### src/rtl/latch_ctrl_pkg.sv
// latch_ctrl_pkg: shared state encoding and constants for the latch bank write sequencer
package latch_ctrl_pkg;
  typedef enum logic [2:0] {IDLE, SETUP, PULSE, HOLD, CHECK, ACK, ERR_ACK} state_e;
  localparam logic SET = 1'b1;
  localparam logic RST = 1'b0;
  localparam int CHECK_CYC = 3;
endpackage

### src/rtl/rr_arb2.sv
// rr_arb2: two-requester round-robin arbiter; pointer favours the requester not granted last
module rr_arb2 (
  input  logic       clk,
  input  logic       rst,
  input  logic       en_i,
  input  logic [1:0] req_i,
  output logic [1:0] gnt_o
);
  logic ptr_q, ptr_d;
  assign gnt_o[0] = en_i & req_i[0] & (~ptr_q | ~req_i[1]);
  assign gnt_o[1] = en_i & req_i[1] & (ptr_q | ~req_i[0]);
  assign ptr_d = (|gnt_o) ? gnt_o[0] : ptr_q;
  // pointer moves to the other requester after every grant
  always_ff @(posedge clk) ptr_q <= rst ? 1'b0 : ptr_d;
endmodule

### src/rtl/latch_bank_ctrl.sv
// latch_bank_ctrl: arbitrates two requesters and sequences safe set/reset writes into a latch bank
module latch_bank_ctrl import latch_ctrl_pkg::*; #(
  parameter int N  = 8,
  parameter int AW = 3,
  parameter int PW = 2,
  parameter int HC = 1
) (
  input  logic          clk,
  input  logic          rst,
  input  logic          req0,
  input  logic [AW-1:0] addr0,
  input  logic          val0,
  output logic          ack0,
  output logic          err0,
  input  logic          req1,
  input  logic [AW-1:0] addr1,
  input  logic          val1,
  output logic          ack1,
  output logic          err1,
  output logic          busy,
  output logic [N-1:0]  en,
  output logic [N-1:0]  s,
  output logic [N-1:0]  r,
  input  logic [N-1:0]  q,
  input  logic [N-1:0]  qb
);
  localparam int CW = 8;
  state_e        state_q, state_d;
  logic [CW-1:0] cnt_q, cnt_d;
  logic [AW-1:0] a_q, a_sel;
  logic          v_q, v_sel, g_q, err_q, err_d, drive, ack_st;
  logic [1:0]    gnt;
  logic [N-1:0]  q_s1_q, q_s2_q, qb_s1_q, qb_s2_q, oh;

  rr_arb2 u_arb (
    .clk   (clk),
    .rst   (rst),
    .en_i  (state_q == IDLE),
    .req_i ({req1 & ~ack1, req0 & ~ack0}),
    .gnt_o (gnt)
  );

  assign a_sel = gnt[1] ? addr1 : addr0;
  assign v_sel = gnt[1] ? val1 : val0;
  assign err_d = (q_s2_q[a_q] != v_q) || (q_s2_q[a_q] == qb_s2_q[a_q]);

  // next state; the cycle counter restarts on every state change
  always_comb begin
    state_d = state_q;
    case (state_q)
      IDLE:    if (|gnt) state_d = (32'(a_sel) >= N) ? ERR_ACK : SETUP;
      SETUP:   state_d = PULSE;
      PULSE:   if (cnt_q == CW'(PW - 1)) state_d = HOLD;
      HOLD:    if (cnt_q == CW'(HC - 1)) state_d = CHECK;
      CHECK:   if (cnt_q == CW'(CHECK_CYC - 1)) state_d = ACK;
      default: state_d = IDLE;
    endcase
    cnt_d = (state_d != state_q) ? '0 : cnt_q + 1'b1;
  end

  // state, captured request and readback verdict taken on the last CHECK cycle
  always_ff @(posedge clk) begin
    if (rst) begin
      state_q <= IDLE;
      cnt_q   <= '0;
      a_q     <= '0;
      v_q     <= 1'b0;
      g_q     <= 1'b0;
      err_q   <= 1'b0;
    end else begin
      state_q <= state_d;
      cnt_q   <= cnt_d;
      if (|gnt) begin
        a_q <= a_sel;
        v_q <= v_sel;
        g_q <= gnt[1];
      end
      if (state_q == CHECK && state_d == ACK) err_q <= err_d;
    end
  end

  // two-flop synchroniser for the unclocked latch outputs
  always_ff @(posedge clk)
    {q_s2_q, q_s1_q, qb_s2_q, qb_s1_q} <= rst ? '0 : {q_s1_q, q, qb_s1_q, qb};

  assign oh     = {{(N-1){1'b0}}, 1'b1} << a_q;
  assign drive  = state_q inside {SETUP, PULSE, HOLD};
  assign en     = (state_q == PULSE) ? oh : '0;
  assign s      = (drive && v_q == SET) ? oh : '0;
  assign r      = (drive && v_q == RST) ? oh : '0;
  assign ack_st = state_q inside {ACK, ERR_ACK};
  assign ack0   = ack_st & ~g_q;
  assign ack1   = ack_st & g_q;
  assign err0   = ack0 & ((state_q == ERR_ACK) | err_q);
  assign err1   = ack1 & ((state_q == ERR_ACK) | err_q);
  assign busy   = state_q != IDLE;
endmodule

### config.mk
export PLATFORM = sky130hd
export DESIGN_NAME = latch_bank_ctrl
export DESIGN_NICKNAME = d
export VERILOG_FILES = /design/src/rtl/latch_ctrl_pkg.sv /design/src/rtl/rr_arb2.sv /design/src/rtl/latch_bank_ctrl.sv
export SDC_FILE = /design/constraint.sdc
export NUM_CORES = 1
export LEC_CHECK = 0
export ABC_AREA = 1
export BUFFER_PORTS_ARGS = -buffer_cell sky130_fd_sc_hd__buf_2
export CAP_MARGIN = 10
export CORE_ASPECT_RATIO = 0.6
export CORE_UTILIZATION = 55
export CTS_BUF_LIST = sky130_fd_sc_hd__clkbuf_8
export DETAILED_ROUTE_END_ITERATION = 8
export GPL_TIMING_DRIVEN = 1
export PLACE_DENSITY = 0.93
export SETUP_SLACK_MARGIN = 0.1
export SLEW_MARGIN = 25
export SYNTH_ARGS = -nofsm -noshare
export SYNTH_HDL_FRONTEND = slang
export SYNTH_SLANG_ARGS = --single-unit
### constraint.sdc
create_clock -name clk -period 1.78 [get_ports clk]
set_clock_uncertainty 0.2 [all_clocks]
set_input_delay 0.267 -clock clk [delete_from_list [all_inputs] [get_ports clk]]
set_output_delay 0.267 -clock clk [all_outputs]
set_load 0.02 [all_outputs]
==> results of run 1 <==
logic make-up (layout without fill, tap and decap cells):
family	count (synthesis)	in the layout	synth area share [%]
AND/OR/NAND/NOR	186	186	34.12
flip-flops	50	50	43.96
adder cells (fa/ha/maj)	4	4	2.198
AO/OA/AOI/OAI	18	18	4.506
XOR/XNOR	6	6	2.308
buffers and inverters	73	159	12.91
synth_stat cells:
cell type / count / share of area [%]
nand3_2: 2 / 0.88
inv_1: 57 / 9.4
nand3_1: 20 / 4.4
nor2_1: 79 / 13
o21ai_2: 1 / 0.38
o21a_1: 1 / 0.33
nand2_4: 1 / 0.49
a21oi_1: 4 / 0.88
buf_2: 1 / 0.22
and3_1: 1 / 0.27
nor3_1: 1 / 0.22
nand2_1: 75 / 12
nand2_2: 2 / 0.55
dfxtp_1: 50 / 44
ha_1: 4 / 2.2
clkbuf_1: 6 / 0.99
a31oi_1: 2 / 0.55
nor2_2: 1 / 0.27
clkinv_1: 1 / 0.16
nand4_1: 2 / 0.55
xnor2_1: 2 / 0.77
o21ai_0: 4 / 0.88
inv_2: 5 / 0.82
xor2_1: 4 / 1.5
nand4_2: 2 / 1.1
o21ai_1: 5 / 1.1
buf_6: 2 / 0.99
buf_4: 1 / 0.33
a31o_2: 1 / 0.38
layer usage:
metal	part of all wire (%)	vias to the layer above	GRT usage, %
li1	-	1169	-
met1	41	1108	38.85
met2	47	152	56.05
met3	10	18	7.778
met5	0	-	0
met4	2.0	0	11.02
registers in the layout (all words and copies together), names as in the netlist:
name,count
qb_s1_q,8
err_q,1
cnt_q,8
u_arb.ptr_q,1
qb_s2_q,8
v_q,1
g_q,1
q_s2_q,8
q_s1_q,8
state_q,3
a_q,3
power groups by stage:
| stage | Sequential, mW | Combinational, mW | Clock [mW] |
|---|---|---|---|
| after floorplan | 1.25 | 0.514 | 0 |
| after global placement | 1.28 | 0.652 | 0 |
| after detailed placement | 1.29 | 0.683 | 0 |
| after CTS | 1.29 | 0.836 | 0.686 |
| after global routing | 1.31 | 1.06 | 0.743 |
| final | 1.30 | 0.984 | 0.690 |
what timing repair did:
action                                 in CTS  in global routing
pin swaps                                   5                  7
hold buffers                               16                  0
setup endpoints to repair                  44                 45
buffers inserted                            5                  3
endpoints found under the hold margin      16                  0
resized for setup                          69                 44
cell type report:
type	count	area (sq um)	area share [%]
repair buffers	88	695.7	21.31
inverters	63	245.2	7.512
clock inverters	3	25.02	0.7666
flip-flops and latches	50	1023	31.35
clock buffers	5	68.82	2.108
well taps	47	58.81	1.801
multi-input cells	214	1147	35.15
layout by cell type (no fill, tap or decap), types with 7 or more instances in the layout:
cell type and n:
buf_2 28, buf_4 29, buf_6 14, dfxtp_1 42, dlygate4sd3_1 16, inv_1 51, inv_2 8, nand2_1 64
nand2_2 9, nand3_1 19, nor2_1 62, nor2_2 11, nor2_4 7
worst max path at each step:
stage	endpoint	slack (ps)	cells after the start
after floorplan	r[6]	140	5
after global placement	cnt_q[0]	110	6
after detailed placement	cnt_q[3]	9	6
after CTS	en[7]	10	5
after global routing	s[6]	-90	5
final	s[6]	-30	5
worst min-delay path, delay by kind of cell:
family        cells  cell delay, ps
simple gates      3             180
buf+inv           2             130
==> run metrics, run 1 <==
CTS tree=done; status=finished, violations left; CP max-delay cell=dfxtp_4; DRT iter0 DRCs=199; final setup fails=3; vias=2,447; failing checks=setup timing; Top-Level Pins=57; pwr dens=911.9 nW/um^2; HP Class=input port to register; Final Util=85.74%; initial antenna violation count=0; WHS=80.05 ps; Sw Ratio=37.33%; P_int=1.866 mW; Max Root-Sink Buffers=2; TritonRoute pass-1 iters=5; reg2reg setup slack=50 ps; post-route setup slack=-28.57 ps; CP peak stage delay=420 ps; Layout area overhead=43.35%; vias in the first global route=2,247; Yosys warning count=0; RR Startpoint=state_q[1]; Fin. Hold Viols=0; Root Buffer=clkbuf_8; Nets=454; Routed WL=6727 um; post-synthesis sequential area ratio=43.96%; count of state elements after synthesis=50; Final GP Congestion=0.8539; post-route cell area=3264 sq um; Max-slew headroom=77.60%; Mapped Cells=337; RSZ-0062 raised after global routing=yes; # port buffers=56; num rows=17; worst-margin pin slew=336.1 ps; Clock power frac=23.2%; CP bufs+invs=1; crit-path max FO=8; Top delay family on crit path=simple AND/OR/NAND/NOR gates; placed cell count=438; Reg power frac=43.8%; crit path from=state_q[1]; CTS sink count=50; Switch Pwr=1.111 mW; # Max-Cap Violations=0; Mapped Nets=369; Slew Viols, Final=0; setup TNS=-37.53 ps; Worst Hold Path EP=a_q[0]; die area=4410 sq um; n_diodes=0; Hold Startpoint=addr0[0]; largest net degree at the start of global routing=35; r2r endpoint=cnt_q[0]; overall routing resource usage=31.88%; Syn Area/Cell=6.757 sq um; H-tree depth=2; crit-path cells=nor2_4 > nor2_4 > nand2_4 > nor2_1 > buf_4; clock latency on the worst-skew pair=310 ps; most common cell type on the critical path=nor2_4; Worst R2R Path Depth=8; layout cell share with drive strength beyond 1=33.57%; Hold Path Depth=5; first-pass GRT wire length=10,610 um; GRT overflow=0; total power=2.977 mW; P_leak=1.638 nW; antenna-violating nets left=0; final period demand of the worst path=1809 ps; Post-Syn Area=2277 sq um; CP required=1310 ps; Initial Utilization=59.81%; Worst setup EP type=primary output; period utilization=101.6%; Fill cells=213; WS Path Type=register to primary output; Startpoint Class=register; VDD IR max=0.0006260 V; Clk pin slew, worst setup/hold paths=90 ps; Remaining DRCs=0; Die Ht=51.84 um; dpl hpwl=3857 um; CP arrival=1340 ps; pre-CTS setup slack=8.888 ps; post-synth cell types=29; Core ar.=3807 sq um; Die W=85.07 um; WL per Instance=14.31 um; Logic pwr share=33.0%; drt via density=5.206; Layout Cells excl Fill=470; total CTS buffers=5; fmax=0.5529 GHz; Cell Area, Placed=2619 sq um
Power figures use the tool's default switching activity.
==> run 2, diff against run 1 <==
- CORE_ASPECT_RATIO: 0.6 -> not set
==> run 2 against run 1 <==
The run still ends with setup timing left. Non-clock buffer count rose by 9. Final area rose by 5.4%. First-iteration DRC count rose to 3.1 times the previous value. Die area fell by 0.19%. Global-route usage fell by 6.0 points. Clock power fell by 2%. Register-to-register slack got worse by 280 ps. Critical path depth rose by 5. Maximum frequency fell by 10%.
==> run metrics, run 2 (same netlist as run 1, synthesis figures left out) <==
status=finished, violations left; failing checks=setup timing; Layout Cells excl Fill=483; Hold Path Depth=5; pre-CTS setup slack=70.19 ps; Fin. Hold Viols=0; crit-path max FO=7; CP bufs+invs=4; pwr dens=938.7 nW/um^2; CP arrival=2020 ps; post-route setup slack=-230.3 ps; most frequent cells in the layout=nand2_1 (60), nor2_1 (57), inv_1 (52), dfxtp_1 (44), buf_4 (34); Initial Utilization=56.93%; clock latency on the worst-skew pair=310 ps; total power=3.231 mW; GRT overflow=0; Nets=464; CTS sink count=50; Layout area overhead=51.15%; Final GP Congestion=0.8550; commonest non-fill, non-tap cell in the layout=nand2_1; final setup fails=42; initial antenna violation count=0; Clk pin slew, worst setup/hold paths=100 ps; TritonRoute pass-1 iters=6; final period demand of the worst path=2010 ps; Worst R2R Path Depth=10; die area=4402 sq um; total CTS buffers=5; Top-Level Pins=57; layout cell share with drive strength beyond 1=36.49%; fmax=0.4974 GHz; placed cell count=441; first-pass GRT wire length=8659 um; Root Buffer=clkbuf_8; Die Ht=66.35 um; Routed WL=9440 um; Startpoint Class=register; CTS tree=done; Max Root-Sink Buffers=2; reg2reg setup slack=-230 ps; setup TNS=-3195 ps; Top delay family on crit path=simple AND/OR/NAND/NOR gates; period utilization=112.9%; WL per Instance=19.54 um; Core ar.=4000 sq um; Max-slew headroom=76.97%; Remaining DRCs=0; P_leak=1.721 nW; CP max-delay cell=dfxtp_4; largest net degree at the start of global routing=35; H-tree depth=2; RR Startpoint=state_q[1]; Hold Startpoint=addr0[2]; n_diodes=0; DRT iter0 DRCs=623; Worst setup EP type=register; WS Path Type=register to register; Slew Viols, Final=0; crit-path cells=inv_2 > nand2_4 > nor2_4 > buf_6 > nand3_4 > buf_4 > nand2_2 > nand3_1 > nand2_1 > inv_1; CP peak stage delay=410 ps; HP Class=input port to register; vias in the first global route=2,079; worst-margin pin slew=345.5 ps; r2r endpoint=a_q[1]; # port buffers=56; vias=2,838; VDD IR max=0.0005468 V; # Max-Cap Violations=0; drt via density=5.876; Worst Hold Path EP=a_q[2]; RSZ-0062 raised after global routing=yes; dpl hpwl=3436 um; Final Util=86.05%; overall routing resource usage=25.91%; num rows=23; antenna-violating nets left=0; Die W=66.35 um; CP required=1790 ps
==> run 2: metal layers <==
layer  vias to the layer above  share of wire, %  global-route usage [%]
met5                         -                 0                       0
met4                         0               9.3                   17.02
met3                       112                12                   4.828
met2                       281                45                   45.41
met1                      1252                34                   28.18
li1                       1193                 -                       -
==> run 2: cell type report <==
class                   count  area, sq um
clock inverters             3        21.27
inverters                  63        247.7
flip-flops and latches     50         1021
fillers                   168        558.0
multi-input cells         215         1236
repair buffers             97        784.5
clock buffers               5        68.82
well taps                  50        62.56
==> run 2: report_power, final <==
| group | leakage (nW) | internal (mW) | switching, mW |
|---|---|---|---|
| registers | 0.416 | 1.21 | 0.109 |
| clock network | 0.0441 | 0.277 | 0.398 |
| logic | 1.26 | 0.459 | 0.782 |
| total | 1.72 | 1.94 | 1.29 |
==> run 2: what timing repair did <==
item | CTS | global route
setup endpoints to repair | 37 | 45
endpoints found under the hold margin | 16 | 0
setup buffers | 6 | 11
hold buffers | 16 | 0
pin swaps | 6 | 13
cloned | 0 | 1
gates resized for setup | 65 | 71
==> run 2: stage by stage <==
step / hold WS [ps] / cell area (sq um)
2_1_floorplan: 174.0 / 2277
3_3_place_gp: 192.3 / 2623
3_5_place_dp: 191.7 / 2623
4_1_cts: 46.53 / 3092
5_1_grt: 92.75 / 3442
6_report: 70.70 / 3442
==> run 2: worst max path at each step <==
stage | startpoint | to | slack, ps | cells after the start
CTS | state_q[1] | r[5] | 30 | 5
finish | state_q[1] | a_q[1] | -230 | 10
global placement | state_q[1] | r[3] | 180 | 5
global route | state_q[1] | a_q[0] | -500 | 11
floorplan | a_q[1] | r[6] | 140 | 5
detailed placement | state_q[1] | cnt_q[1] | 70 | 8
==> run 2: worst min-delay path: cells and delay by family <==
kind | cells | cell delay (ps)
simple gates | 3 | 160
buf+inv | 2 | 130
